$ cat src/rtl/alu_reg_sched.sv
// Single-command ALU/register-file scheduler: READ -> EXEC -> WB (-> RESP) per accepted command.
// Define ALU_SCHED_RR_ARB_EN for round-robin arbitration; otherwise requester 0 has fixed priority.
module alu_reg_sched #(
    parameter int DATA_W  = 32,
    parameter int RADDR_W = 5
) (
    input  logic               clk,
    input  logic               reset,
    input  logic               cmd0_valid_i,
    output logic               cmd0_ready_o,
    input  logic [3:0]         cmd0_op_i,
    input  logic [RADDR_W-1:0] cmd0_rs1_i,
    input  logic [RADDR_W-1:0] cmd0_rs2_i,
    input  logic [RADDR_W-1:0] cmd0_rd_i,
    input  logic               cmd1_valid_i,
    output logic               cmd1_ready_o,
    input  logic [3:0]         cmd1_op_i,
    input  logic [RADDR_W-1:0] cmd1_rs1_i,
    input  logic [RADDR_W-1:0] cmd1_rs2_i,
    input  logic [RADDR_W-1:0] cmd1_rd_i,
    output logic [RADDR_W-1:0] reg_raddr1_o,
    output logic [RADDR_W-1:0] reg_raddr2_o,
    input  logic [DATA_W-1:0]  reg_rdata1_i,
    input  logic [DATA_W-1:0]  reg_rdata2_i,
    output logic               reg_wen_o,
    output logic [RADDR_W-1:0] reg_waddr_o,
    output logic [DATA_W-1:0]  reg_wdata_o,
    output logic [DATA_W-1:0]  alu_data1_o,
    output logic [DATA_W-1:0]  alu_data2_o,
    output logic [3:0]         alu_op_o,
    input  logic [DATA_W-1:0]  alu_result_i,
    output logic               done_valid_o,
    output logic               done_id_o,
    output logic [DATA_W-1:0]  done_result_o,
    input  logic               done_ready_i,
    output logic               busy_o
);

    typedef enum logic [2:0] {IDLE, READ, EXEC, WB, RESP} state_t;

    state_t               state_q, state_d;
    logic [3:0]           op_q, op_d;
    logic [RADDR_W-1:0]   rs1_q, rs1_d, rs2_q, rs2_d, rd_q, rd_d;
    logic                 id_q, id_d;
    logic [DATA_W-1:0]    opa_q, opa_d, opb_q, opb_d, res_q, res_d;
    logic                 grant0, grant1;

`ifdef ALU_SCHED_RR_ARB_EN
    logic last_q, last_d;

    // On contention, serve whichever requester was not served last.
    always_comb begin
        grant0 = cmd0_valid_i && (!cmd1_valid_i || last_q);
        grant1 = cmd1_valid_i && (!cmd0_valid_i || !last_q);
        last_d = last_q;
        if (state_q == IDLE && (grant0 || grant1)) begin
            last_d = grant1;
        end
    end

    always_ff @(posedge clk or negedge reset) begin
        if (!reset) begin
            last_q <= 1'b1;
        end else begin
            last_q <= last_d;
        end
    end
`else
    always_comb begin
        grant0 = cmd0_valid_i;
        grant1 = cmd1_valid_i && !cmd0_valid_i;
    end
`endif

    always_comb begin
        state_d       = state_q;
        op_d          = op_q;
        rs1_d         = rs1_q;
        rs2_d         = rs2_q;
        rd_d          = rd_q;
        id_d          = id_q;
        opa_d         = opa_q;
        opb_d         = opb_q;
        res_d         = res_q;
        cmd0_ready_o  = 1'b0;
        cmd1_ready_o  = 1'b0;
        reg_raddr1_o  = '0;
        reg_raddr2_o  = '0;
        reg_wen_o     = 1'b0;
        reg_waddr_o   = '0;
        reg_wdata_o   = '0;
        alu_data1_o   = '0;
        alu_data2_o   = '0;
        alu_op_o      = '0;
        done_valid_o  = 1'b0;
        done_id_o     = 1'b0;
        done_result_o = '0;
        busy_o        = (state_q != IDLE);
        case (state_q)
            IDLE: begin
                // Ready is masked while reset is held so every output reads 0 then.
                cmd0_ready_o = grant0 && reset;
                cmd1_ready_o = grant1 && reset;
                if (grant0 || grant1) begin
                    id_d    = grant1;
                    op_d    = grant1 ? cmd1_op_i  : cmd0_op_i;
                    rs1_d   = grant1 ? cmd1_rs1_i : cmd0_rs1_i;
                    rs2_d   = grant1 ? cmd1_rs2_i : cmd0_rs2_i;
                    rd_d    = grant1 ? cmd1_rd_i  : cmd0_rd_i;
                    state_d = READ;
                end
            end
            READ: begin
                reg_raddr1_o = rs1_q;
                reg_raddr2_o = rs2_q;
                opa_d        = reg_rdata1_i;
                opb_d        = reg_rdata2_i;
                state_d      = EXEC;
            end
            EXEC: begin
                alu_data1_o = opa_q;
                alu_data2_o = opb_q;
                alu_op_o    = op_q;
                res_d       = alu_result_i;
                state_d     = WB;
            end
            WB: begin
                reg_wen_o     = (rd_q != '0);
                reg_waddr_o   = rd_q;
                reg_wdata_o   = res_q;
                done_valid_o  = 1'b1;
                done_id_o     = id_q;
                done_result_o = res_q;
                state_d       = done_ready_i ? IDLE : RESP;
            end
            RESP: begin
                done_valid_o  = 1'b1;
                done_id_o     = id_q;
                done_result_o = res_q;
                if (done_ready_i) begin
                    state_d = IDLE;
                end
            end
            default: state_d = IDLE;
        endcase
    end

    always_ff @(posedge clk or negedge reset) begin
        if (!reset) begin
            state_q <= IDLE;
            op_q    <= '0;
            rs1_q   <= '0;
            rs2_q   <= '0;
            rd_q    <= '0;
            id_q    <= 1'b0;
            opa_q   <= '0;
            opb_q   <= '0;
            res_q   <= '0;
        end else begin
            state_q <= state_d;
            op_q    <= op_d;
            rs1_q   <= rs1_d;
            rs2_q   <= rs2_d;
            rd_q    <= rd_d;
            id_q    <= id_d;
            opa_q   <= opa_d;
            opb_q   <= opb_d;
            res_q   <= res_d;
        end
    end

endmodule

$ cat config.mk
export PLATFORM = sky130hd
export DESIGN_NAME = alu_reg_sched
export DESIGN_NICKNAME = d
export VERILOG_FILES = /design/src/rtl/alu_reg_sched.sv
export SDC_FILE = /design/constraint.sdc
export NUM_CORES = 1
export LEC_CHECK = 0
export ABC_CLOCK_PERIOD_IN_PS = 2000
export BUFFER_PORTS_ARGS = -buffer_cell sky130_fd_sc_hd__buf_2
export CAP_MARGIN = 20
export CORE_MARGIN = 1.5
export CORE_UTILIZATION = 47
export CTS_BUF_LIST = sky130_fd_sc_hd__clkbuf_8
export DETAILED_ROUTE_END_ITERATION = 10
export PLACE_DENSITY = 0.81
export SLEW_MARGIN = 20
export SYNTH_ARGS = -nofsm -noshare
export SYNTH_HDL_FRONTEND = slang
export SYNTH_SLANG_ARGS = --single-unit
$ cat constraint.sdc
create_clock -name clk -period 2 [get_ports clk]
set_input_delay 0 -clock clk [delete_from_list [all_inputs] [get_ports clk]]
set_output_delay 0 -clock clk [all_outputs]
set_load 0.005 [all_outputs]
==> impl_metrics.toml <==
[final_layout]
final_common_cell = "buf_2"
mostFrequentLayoutCells = "290 x buf_2, 139 x dlygate4sd3_1, 116 x dfrtp_1"
drive_gt1_frac = 0.507
fillers = 700
area_growth_pct = 60.1
fin_nets = 1024
postLayoutCoreUtil = 0.770

[global_routing]
grt.overflow.total = 0
grt_pass1_vias = 5716
antenna_found_initial = 0
track_usage = 0.291
grt_max_degree = 76
grt_pass1_wl_um = 29000

[setup_path]
crit_path_end_kind = "flip-flop"
critPathBufInv = 4
required_ns = 2.31
r2r_start = "state_q[1]"
cp.arrival_ns = 2.29
start_kind = "primary input"
path_max_fanout = 9
cpLargestDelayFamily = "buffers and inverters"
path_cells = "dlygate4sd3_1, buf_2, nor2b_4, buf_6, mux2_2, dlygate4sd3_1, mux2_2"
critical_path_class = "in -> reg"
crit_path_max_incr_delay_ns = 0.57
startpoint = "cmd0_valid_i"
cp_slowest_cell = "dlygate4sd3_1"

[timing]
hold_viol_final = 0
drv_slew = 0
post-route-period-util = 0.992
max_slew_margin = 0.754
fin_setup_tns_ns = 0
fmax_mhz = 504
skew_ns = 0.00878
min_period_ns = 1.98
rsz0062_at_grt = "yes"
setup_viol = 0
worst-slew-pin-transition_ns = 0.370

[logic_synthesis]
synthTopCellsByArea = "dfrtp_1 52%, mux2_2 22%, and2_1 13%"
yosysUniqueCellTypes = 22
yosys.area.top_type = "dfrtp_1"
post-synth-top-area-fraction = 0.518
syn_area_mm2 = 0.00575
syn_nets = 590
yosysWarnings = 0
avgSynthCellArea_um2 = 12.8
synth_seq_cells = 119
yosysSeqAreaShare = 0.518
synthCells = 451

[placement]
hpwlAfterDp_um = 10400
io_buffers = 291
gp_congestion = 0.766

[power]
ir_drop_mv = 0.741
power_density_mw_per_mm2 = 1350
p_leak_nw = 4.62
power_w = 0.0124

[die]
core_area_mm2 = 0.0120
die_h_um = 114
die_x_um = 114
rows = 40
io_pins = 292
start_util = 0.481
die_area_mm2 = 0.0129

[route]
vias = 5279
drt_iter0_drc = 258
via_per_inst = 5.05
firstDrtPassIters = 4
antenna_left = 0
drt-total-wl_um = 19000
drc_errors = 0
wire_per_inst_um = 18.1

[clock_network]
cts_root_buf = "clkbuf_8"
clk_pin_slew_ns = 0.06
cts_num_sinks = 119
htree_levels = 4
cts-buffers-inserted = 17
cts_buffer_depth = 2
cts_tree = "yes"
clk-insertion-delay-late_ns = 0.43

[min_path]
hold_path_class = "in -> async"

[job]
maxCapViolCount = 0

[run_status]
status = "completed"
through the flow:
step / hold WS (ns) / cell area [um^2] / std cells / setup slack (ns)
after global routing: 0.0685 / 9210 / 1044 / -0.0133
after detailed placement: -0.0574 / 7340 / 870 / 0.322
after global placement: -0.0554 / 7340 / 870 / 0.389
final: 0.0738 / 9210 / 1045 / 0.0158
after CTS: 0.0363 / 9130 / 1040 / 0.00870
after floorplan: -0.296 / 5750 / 451 / 0.459
layout make-up:
cell class | count | area [um^2] | area share
Antenna cell | 1 | 2.50 | 0.000272
Clock buffer | 19 | 262 | 0.0284
Clock inverter | 12 | 136 | 0.0148
Inverter | 2 | 7.51 | 0.000815
Multi-Input combinational cell | 300 | 2590 | 0.281
Sequential cell | 119 | 2980 | 0.324
Tap cell | 147 | 184 | 0.0200
Timing Repair Buffer | 445 | 3050 | 0.331
repair_timing:
action                                  4_1_cts  5_1_grt
setup buffers                                 0        2
endpoints found under the setup margin        0      111
hold buffers                                139        0
gates resized for setup                       0        8
endpoints found under the hold margin       237        0
power breakdown:
| part | internal [W] | switching (W) | leakage [nW] |
|---|---|---|---|
| Sequential | 0.00368 | 0.000801 | 1.40 |
| Clock | 0.00127 | 0.000936 | 0.211 |
| Combinational | 0.00326 | 0.00247 | 3.01 |
routing by layer:
layer,GRT usage,part of all wire,vias to the layer above
met4,0.145,0.035,0
met2,0.516,0.52,276
met3,0.0893,0.072,60
met5,0,0,-
met1,0.314,0.37,2575
li1,-,-,2368
synthesized netlist by cell type (all sizes together):
cell	number
and3b	1
nor2	2
inv	2
mux2	134
nor3	3
clkbuf	11
o21a	2
and2	115
dfrtp	119
or4	1
nor3b	2
nor2b	34
a21oi	3
and3	2
buf	19
or2	1
flip-flops by register name (all words and copies together) (netlist names):
signal   count
op_q         4
rd_q         5
id_q         1
res_q       32
opa_q       32
rs1_q        5
state_q      3
opb_q       32
rs2_q        5
path summary, 6_finish.rpt:
kind                               to  slack [ns]  depth (start not counted)
setup / recovery             rs2_q[1]        0.02                          7
max in group asynchronous     rd_q[4]        1.23                          3
setup reg to reg            opb_q[12]        0.33                          3
hold reg to reg              opa_q[6]        0.49                          1
min in group clk           state_q[2]        0.29                          3
hold / removal             state_q[1]        0.07                          2
worst reg2reg max path: cells and delay by family (launching register included):
family                 cells  cell delay, ns
buffers and inverters      1            0.37
DFF                        1            0.47
muxes                      1            0.41
and+or+nand+nor            1            0.31
cells by family after synthesis:
| family | Yosys count | share of synthesized area |
|---|---|---|
| buffers and inverters | 32 | 0.0359 |
| muxes | 134 | 0.262 |
| DFF | 119 | 0.518 |
| AOI/OAI and AO/OA | 5 | 0.00587 |
| and+or+nand+nor | 161 | 0.178 |
No activity file was read; power rests on OpenSTA's default activity.
